## src/rtl/hazard_pkg.sv

```systemverilog
// Shared types and constants for the pipeline hazard controller.
package hazard_pkg;

    typedef enum logic {
        RUN   = 1'b0,
        FLUSH = 1'b1
    } hz_state_t;

    localparam int         FL_W     = 4;
    localparam logic [4:0] REG_ZERO = 5'd0;

endpackage

```

## src/rtl/sat_counter.sv

```systemverilog
// Up-counter that sticks at all-ones instead of wrapping.
module sat_counter #(
    parameter int W = 16
) (
    input  logic         clk,
    input  logic         rst,
    input  logic         inc,
    output logic [W-1:0] q
);

    logic [W-1:0] q_reg;

    always_ff @(posedge clk or posedge rst) begin
        if (rst) begin
            q_reg <= '0;
        end else if (inc && (q_reg != {W{1'b1}})) begin
            q_reg <= q_reg + 1'b1;
        end
    end

    assign q = q_reg;

endmodule

```

## src/rtl/hazard_ctrl.sv

```systemverilog
// Decode-stage hazard sequencer: load-use bubbles, multi-cycle redirect flush,
// memory-stall freeze, and saturating event counters.
module hazard_ctrl
    import hazard_pkg::*;
#(
    parameter int FLUSH_CYCLES = 2,
    parameter int CNT_W        = 16
) (
    input  logic             clk,
    input  logic             rst,
    input  logic [4:0]       rs1_id,
    input  logic [4:0]       rs2_id,
    input  logic [4:0]       rd_ex,
    input  logic             rd_en_ex,
    input  logic             redirect_ex,
    input  logic             stall_mem,
    output logic             hazard,
    output logic             flush,
    output logic             pc_hold,
    output logic [CNT_W-1:0] hazard_cnt,
    output logic [CNT_W-1:0] flush_cnt
);

    localparam logic [FL_W-1:0] FL_RELOAD = FL_W'(FLUSH_CYCLES - 1);
    localparam bit              MULTI     = (FLUSH_CYCLES > 1);

    hz_state_t       state_reg;
    hz_state_t       state_next;
    logic [FL_W-1:0] fl_left_reg;
    logic [FL_W-1:0] fl_left_next;
    logic            load_use;
    logic            hz_inc;
    logic            fl_inc;

    assign load_use = rd_en_ex && (rd_ex != REG_ZERO) &&
                      ((rd_ex == rs1_id) || (rd_ex == rs2_id));

    always_ff @(posedge clk or posedge rst) begin
        if (rst) begin
            state_reg   <= RUN;
            fl_left_reg <= '0;
        end else begin
            state_reg   <= state_next;
            fl_left_reg <= fl_left_next;
        end
    end

    // Outputs are Mealy and also forced low while reset is held, since
    // reset must take effect without waiting for a clock edge.
    always_comb begin
        state_next   = state_reg;
        fl_left_next = fl_left_reg;
        hazard       = 1'b0;
        flush        = 1'b0;
        pc_hold      = 1'b0;
        hz_inc       = 1'b0;
        fl_inc       = 1'b0;
        if (rst) begin
            state_next   = RUN;
            fl_left_next = '0;
        end else if (stall_mem) begin
            pc_hold = 1'b1;
        end else begin
            case (state_reg)
                RUN: begin
                    if (redirect_ex) begin
                        flush  = 1'b1;
                        fl_inc = 1'b1;
                        if (MULTI) begin
                            state_next   = FLUSH;
                            fl_left_next = FL_RELOAD;
                        end
                    end else if (load_use) begin
                        hazard  = 1'b1;
                        pc_hold = 1'b1;
                        hz_inc  = 1'b1;
                    end
                end
                FLUSH: begin
                    // IF/ID is being squashed, so load-use is irrelevant here.
                    flush = 1'b1;
                    if (redirect_ex) begin
                        fl_inc       = 1'b1;
                        fl_left_next = FL_RELOAD;
                    end else if (fl_left_reg <= FL_W'(1)) begin
                        state_next   = RUN;
                        fl_left_next = '0;
                    end else begin
                        fl_left_next = fl_left_reg - 1'b1;
                    end
                end
                default: begin
                    state_next   = RUN;
                    fl_left_next = '0;
                end
            endcase
        end
    end

    sat_counter #(.W(CNT_W)) u_hazard_cnt (
        .clk (clk),
        .rst (rst),
        .inc (hz_inc),
        .q   (hazard_cnt)
    );

    sat_counter #(.W(CNT_W)) u_flush_cnt (
        .clk (clk),
        .rst (rst),
        .inc (fl_inc),
        .q   (flush_cnt)
    );

endmodule

```

## config.mk

```make
export PLATFORM = sky130hd
export DESIGN_NAME = hazard_ctrl
export DESIGN_NICKNAME = d
export VERILOG_FILES = /design/src/rtl/hazard_pkg.sv /design/src/rtl/sat_counter.sv /design/src/rtl/hazard_ctrl.sv
export SDC_FILE = /design/constraint.sdc
export NUM_CORES = 1
export LEC_CHECK = 0
export CAP_MARGIN = 10
export CORE_UTILIZATION = 40
export DETAILED_ROUTE_END_ITERATION = 12
export PLACE_DENSITY_LB_ADDON = 0.08
export SLEW_MARGIN = 10
export SYNTH_ARGS = -nofsm -noshare
export SYNTH_HDL_FRONTEND = slang
export SYNTH_SLANG_ARGS = --single-unit
```

## constraint.sdc

```tcl
create_clock -name clk -period 3.35 [get_ports clk]
set_input_delay 0.67 -clock clk [delete_from_list [all_inputs] [get_ports clk]]
set_output_delay 0.67 -clock clk [all_outputs]
set_load 0.02 [all_outputs]
```

== Word-level counts from Yosys, hierarchy flattened ==
Index checks and enable logic that the tools add are counted.

* Add/sub/neg operators: 3
* Multiply operators: 0
* Div/mod/pow operators: 0
* $lt $le $gt $ge: 1
* Eq/ne operators: 6
* Shift-type cells: 0
* Muxes and demuxes: 24
* Bitwise operators: 1
* Reduce and logical (&&, ||, !) cells: 7

{| class="wikitable"
|+ Operators with widths
! cell !! number
|-
| adder 16 x 1 -> 16 bit, second input constant || 2
|-
| != test 16 bit, second input constant || 2
|-
| 2-to-1 mux 4 bit || 5
|-
| 2-to-1 mux 1 bit || 16
|-
| == test 5 bit || 2
|-
| one-hot mux 4 bit (2 select lines) || 1
|-
| nonzero test 5 bit || 1
|-
| less-or-equal comparator 4 x 1 -> 1 bit, second input constant || 1
|-
| logical AND 1 bit || 4
|-
| one-hot mux 1 bit (2 select lines) || 2
|-
| subtractor 4 x 1 -> 4 bit, second input constant || 1
|-
| != test 3 bit, second input constant || 1
|-
| != test 2 bit, second input constant || 1
|-
| AND reduction 2 bit || 1
|-
| logical OR 1 bit || 1
|-
| inverter 1 bit || 1
|}

* Bits in registers: 37
* Latch bits: 0
* Bits in writable memories: 0
* Memory bits (read-only): 0
* Input port bits: 20
* Output and inout port bits: 35
* Logic and storage cells: 46
* Memories kept: 0

== Logic depth before layout (Yosys ltp) ==
* Depth in word-level cells: 9
* Gate-level depth with buffers: 7
* Gate-level depth less buffers: 7

== Cells and area by module ==
From an unflattened synthesis, not the netlist that was laid out.

* Cells, all modules: 197
* Area, all modules: 2077.0 um^2

{| class="wikitable"
|+ Modules (own cells, without submodules)
! module !! instances !! cells each !! area an instance (um^2)
|-
| sat_counter || 2 || 71 || 805.8
|-
| hazard_ctrl || 1 || 55 || 465.4
|}

== Worst setup path after synthesis ==
OpenSTA, ideal clock, no wires.

* Path kind: input-to-output
* Start point: input rd_ex[1]
* End point: output hazard
* Arrival: 1.758 ns
* Required time: 2.680 ns
* Slack: 0.922 ns
* Cell stages on the path: 3
* Buffers on the path: 0
* Path through: or4_1 -> o211a_2 -> and3_1

* Cells in the longest elaborated chain, start to end: 8
* Elaborated cells on any way between the ends: 11
* Those cells by class: eq/ne: 2; mux: 5; reduce/logical: 4

{| class="wikitable"
|+ Ends and longest elaborated chain
! element !! line !! text
|-
| from (decl) || hazard_ctrl.sv:13 || <nowiki>input logic [4:0] rd_ex,</nowiki>
|-
| == test 5 bit / nonzero test 5 bit (equally long branches) || hazard_ctrl.sv:36, hazard_ctrl.sv:35 ||
|-
| logical OR 1 bit / logical AND 1 bit (equally long branches) || hazard_ctrl.sv:36, hazard_ctrl.sv:35 ||
|-
| logical AND 1 bit (*) || hazard_ctrl.sv:35 || <nowiki>assign load_use = rd_en_ex && (rd_ex != REG_ZERO) &&</nowiki>
|-
| 2-to-1 mux 1 bit (*) || hazard_ctrl.sv:73 || <nowiki>end else if (load_use) begin</nowiki>
|-
| 2-to-1 mux 1 bit (*) || hazard_ctrl.sv:66 || <nowiki>if (redirect_ex) begin</nowiki>
|-
| 2-to-1 mux 1 bit (*) || hazard_ctrl.sv:64 || <nowiki>case (state_reg)</nowiki>
|-
| 2-to-1 mux 1 bit (*) || hazard_ctrl.sv:61 || <nowiki>end else if (stall_mem) begin</nowiki>
|-
| 2-to-1 mux 1 bit (*) || hazard_ctrl.sv:58 || <nowiki>if (rst) begin</nowiki>
|-
| to (decl) || hazard_ctrl.sv:17 || <nowiki>output logic hazard,</nowiki>
|}

Every way passes the cells marked *; elsewhere a longest branch is shown, timed or not.

== Worst setup path after layout ==
* Start point: input rd_ex[1]
* End point: output pc_hold

* Cells in the longest elaborated chain, start to end: 8
* Elaborated cells on any way between the ends: 11
* Those cells by class: eq/ne: 2; mux: 5; reduce/logical: 4

{| class="wikitable"
|+ Ends and longest elaborated chain
! element !! line !! text
|-
| == test 5 bit / nonzero test 5 bit (equally long branches) || hazard_ctrl.sv:36, hazard_ctrl.sv:35 ||
|-
| logical OR 1 bit / logical AND 1 bit (equally long branches) || hazard_ctrl.sv:36, hazard_ctrl.sv:35 ||
|-
| logical AND 1 bit (*) || hazard_ctrl.sv:35 ||
|-
| 2-to-1 mux 1 bit (*) || hazard_ctrl.sv:73 ||
|-
| 2-to-1 mux 1 bit (*) || hazard_ctrl.sv:66 ||
|-
| 2-to-1 mux 1 bit (*) || hazard_ctrl.sv:64 ||
|-
| 2-to-1 mux 1 bit (*) || hazard_ctrl.sv:61 ||
|-
| 2-to-1 mux 1 bit (*) || hazard_ctrl.sv:58 ||
|-
| to (decl) || hazard_ctrl.sv:19 || <nowiki>output logic pc_hold,</nowiki>
|}

Marks and branches as above.

==> impl_metrics.ini <==
[run_status]
outcome = finished, final reports clean

[setup_path]
worstPathMaxFanout = 3
critical_path_required_time_ns = 2.68
start_kind = input port
r2r-end = u_hazard_cnt.q[1]$_DFFE_PP0P_
crit_chain = clkdlybuf4s50_1, or4_1, o211a_2, a21oi_1, nor2_1, dlymetal6s2s_1
r2r_cells = 5
worstPathBufferInverterCount = 2
cp_data_arrival_time_ns = 2.32
critical-path-max-stage-delay_ns = 0.56
critPathCaptureType = output port
r2r_start = u_hazard_cnt.q[2]$_DFFE_PP0P_
setup.worst_path.class = in -> out
critical_path.top_delay_family = buffers and inverters
setup.reg_to_reg.worst_slack_ns = 1.06
max_stage_delay_cell_worst_path = or4_1
depth_of_the_critical_timing_path_with_buffers_and_inverters_included = 6

[power_and_ir_drop]
static-leakage-power_nw = 1.258
pwr_cell_area_mw_per_mm2 = 405.4
power.total_mw = 1.159
internal_power_mw = 0.8299
power_frac_clock_pct = 33.4
p_sw_mw = 0.3291
vdd.ir_drop.worst_v = 0.0004208
power.share.switching_pct = 28.40
power.share.combinational_pct = 21.0
pwr-share-seq_pct = 45.6

[clock_network]
cts.path.max_buffers = 2
cts_num_sinks = 37
cts_tree = yes
cts_buffers = 5
clk-insertion-delay-late_ns = 0.29
hold_buffers = 0
htree_num_levels = 2
clk_pin_slew_ns = 0.08
cts_post_setup_buffers_inserted = 0
clockRootBuffer = clkbuf_8

[logic_synthesis]
synth_async_sr_flop_share_pct = 100.0
synth.yosys.seq_area_share_pct = 44.98
synthesis.instances = 204
synth_fp_nets = 228
post_synth_edffs = 0
synth_area_per_cell_um2 = 10.09
syn_area_mm2 = 0.002058
synth_top_flop_cell = dfrtp_1
ys_types = 40
ys_seq_elements = 37
synthesis.yosys.warnings = 0

[place]
routabilityCongestion = 0.8039
post-dp-hpwl_um = 3378
io_buffers = 54
placedCellCount = 331

[grt]
vias_in_the_first_global_route = 1581
grt_pass1_wl_um = 7762
grt_max_degree = 24
overflow = 0
grt_usage_pct = 18.79
antenna_found_initial = 0

[sta]
clock.fmax_ghz = 0.3343
final.period_utilization_pct = 89.29
shortest_period_the_worst_path_allows_ns = 2.991
fin_skew_ns = 0.007961
max_slew.worst_pin.slew_ns = 0.6987
finalSetupViolations = 0
grt_setup_unrepaired = false
setup_tns_ns = 0
hold_viol_final = 0
finalMaxSlewViolations = 0
max_slew_margin_pct = 52.83

[detailed_routing]
num_vias = 1703
drc = 0
detail-route-antenna-nets = 0
avgRoutedWirePerCell_um = 13.18
wirelength_um = 4468
routed_via_density = 5.024
detailedRoute.firstPassIterationCount = 4
drt_first_iter_violations = 87

[final_layout]
final_design_utilization_pct = 58.97
synthToLayoutAreaGrowth_pct = 38.91
final_cell_count_no_fill = 339
layout-drive-gt1-share_pct = 10.29
sequential_cell_area_um2 = 925.9
insertedDiodeCount = 0
nets = 295
fillCellCount = 440
multiInputGateArea_mm2 = 0.001099

[run]
count_of_max_cap_constraint_violations = 0

[worst_hold_path]
hold_path_depth = 1
hold_class = reg -> reg
timing.hold.worst_endpoint = u_hazard_cnt.q[14]$_DFFE_PP0P_
worstHoldStart = u_hazard_cnt.q[14]$_DFFE_PP0P_

[floorplan]
initial_utilization_pct = 42.45
rows = 25
core_area_mm2 = 0.004848
die_wd_um = 73.73
floorplan.io_pins = 55
floorplan.die_area_mm2 = 0.005436
die_extent_in_y_um = 73.73
## cell usage after synthesis (3+ instances only)
cell type / count / share of area [%]
nor4_2: 3 / 1.8
or4_1: 4 / 1.5
dfrtp_1: 37 / 45
nor2_1: 15 / 2.7
nand2_1: 15 / 2.7
o21ai_0: 5 / 1.2
nor4_1: 4 / 1.2
nand4_1: 7 / 2.1
xnor2_1: 18 / 7.7
and3_1: 4 / 1.2
nand3_1: 19 / 4.6
mux2_1: 3 / 1.6
xor2_1: 20 / 8.5
nor3_1: 12 / 2.9
ha_1: 4 / 2.4
inv_1: 4 / 0.73
## worst max path at each step
stage	startpoint	endpoint	slack, ns
detailed placement	rd_ex[1]	pc_hold	0.03
global route	rd_ex[1]	pc_hold	0.26
floorplan	rd_ex[1]	hazard	0.92
CTS	rd_ex[1]	pc_hold	0.02
finish	rd_ex[1]	pc_hold	0.36
global placement	rd_ex[1]	pc_hold	0.04
## power by group through the flow
stage | clock [mW] | sequential, mW | combinational [mW]
after CTS | 0.398 | 0.528 | 0.245
after global placement | 0 | 0.536 | 0.241
after global routing | 0.420 | 0.535 | 0.268
after detailed placement | 0 | 0.535 | 0.243
after floorplan | 0 | 0.565 | 0.0867
final | 0.387 | 0.528 | 0.244
## logic make-up (layout without fill, tap and decap cells)
group | Yosys count | count (layout) | synth area share (%)
and+or+nand+nor | 92 | 92 | 24.68
buffers and inverters | 8 | 76 | 2.006
muxes | 4 | 4 | 2.188
adders and majority gates | 4 | 4 | 2.432
DFF | 37 | 37 | 44.98
AOI/OAI and AO/OA | 21 | 21 | 7.538
xor gates and xnor gates | 38 | 38 | 16.17
## cells in the final DEF (no fill, tap or decap), types with 2 or more instances in the layout
cell and instances:
clkdlybuf4s50_1 52, dfrtp_1 37, xor2_1 20, nand3_1 19, xnor2_1 18, nand2_1 15, nor2_1 15, nor3_1 12
buf_4 10, nand4_1 7, o21ai_0 5, clkbuf_8 5, or4_1 4, nor4_1 4, inv_1 4, and3_1 4
ha_1 4, mux2_1 3, nor4_2 3, and4_1 2, nand2b_1 2, a21oi_1 2, o31ai_1 2, a31oi_1 2
dlymetal6s2s_1 2
## metal layers
metal	share of wire, %	global-route usage (%)	vias to the layer above	wire, um
met5	0	0	-	0
met4	1.6	6.410	0	70
met3	3.3	3.704	7	148
met2	46	28.75	34	2061
met1	49	26.49	797	2188
li1	-	-	865	-
## metrics by stage
stage                     cell area, um^2  setup WS (ns)  hold slack (ns)
after floorplan                      2058         0.9223           0.4723
final                                2859         0.3588           0.4819
after global routing                 2859         0.2638           0.5107
after detailed placement             2731        0.03454           0.4762
after CTS                            2846        0.02209           0.4895
after global placement               2731        0.04150           0.4757
## layout make-up
type,instances,area share (%)
multi-input combinational,159,38.42
sequential,37,32.39
timing repair buffer,64,21.71
tap,67,2.932
clock buffer,5,2.407
clock inverter,3,1.619
inverter,4,0.5252
## timing repair
| action | CTS | global route |
|---|---|---|
| gates resized for setup | 0 | 3 |
| setup endpoints to repair | 0 | 2 |
| hold endpoints to repair | 0 | 0 |
Note: power is estimated with default switching activity, not from simulation.
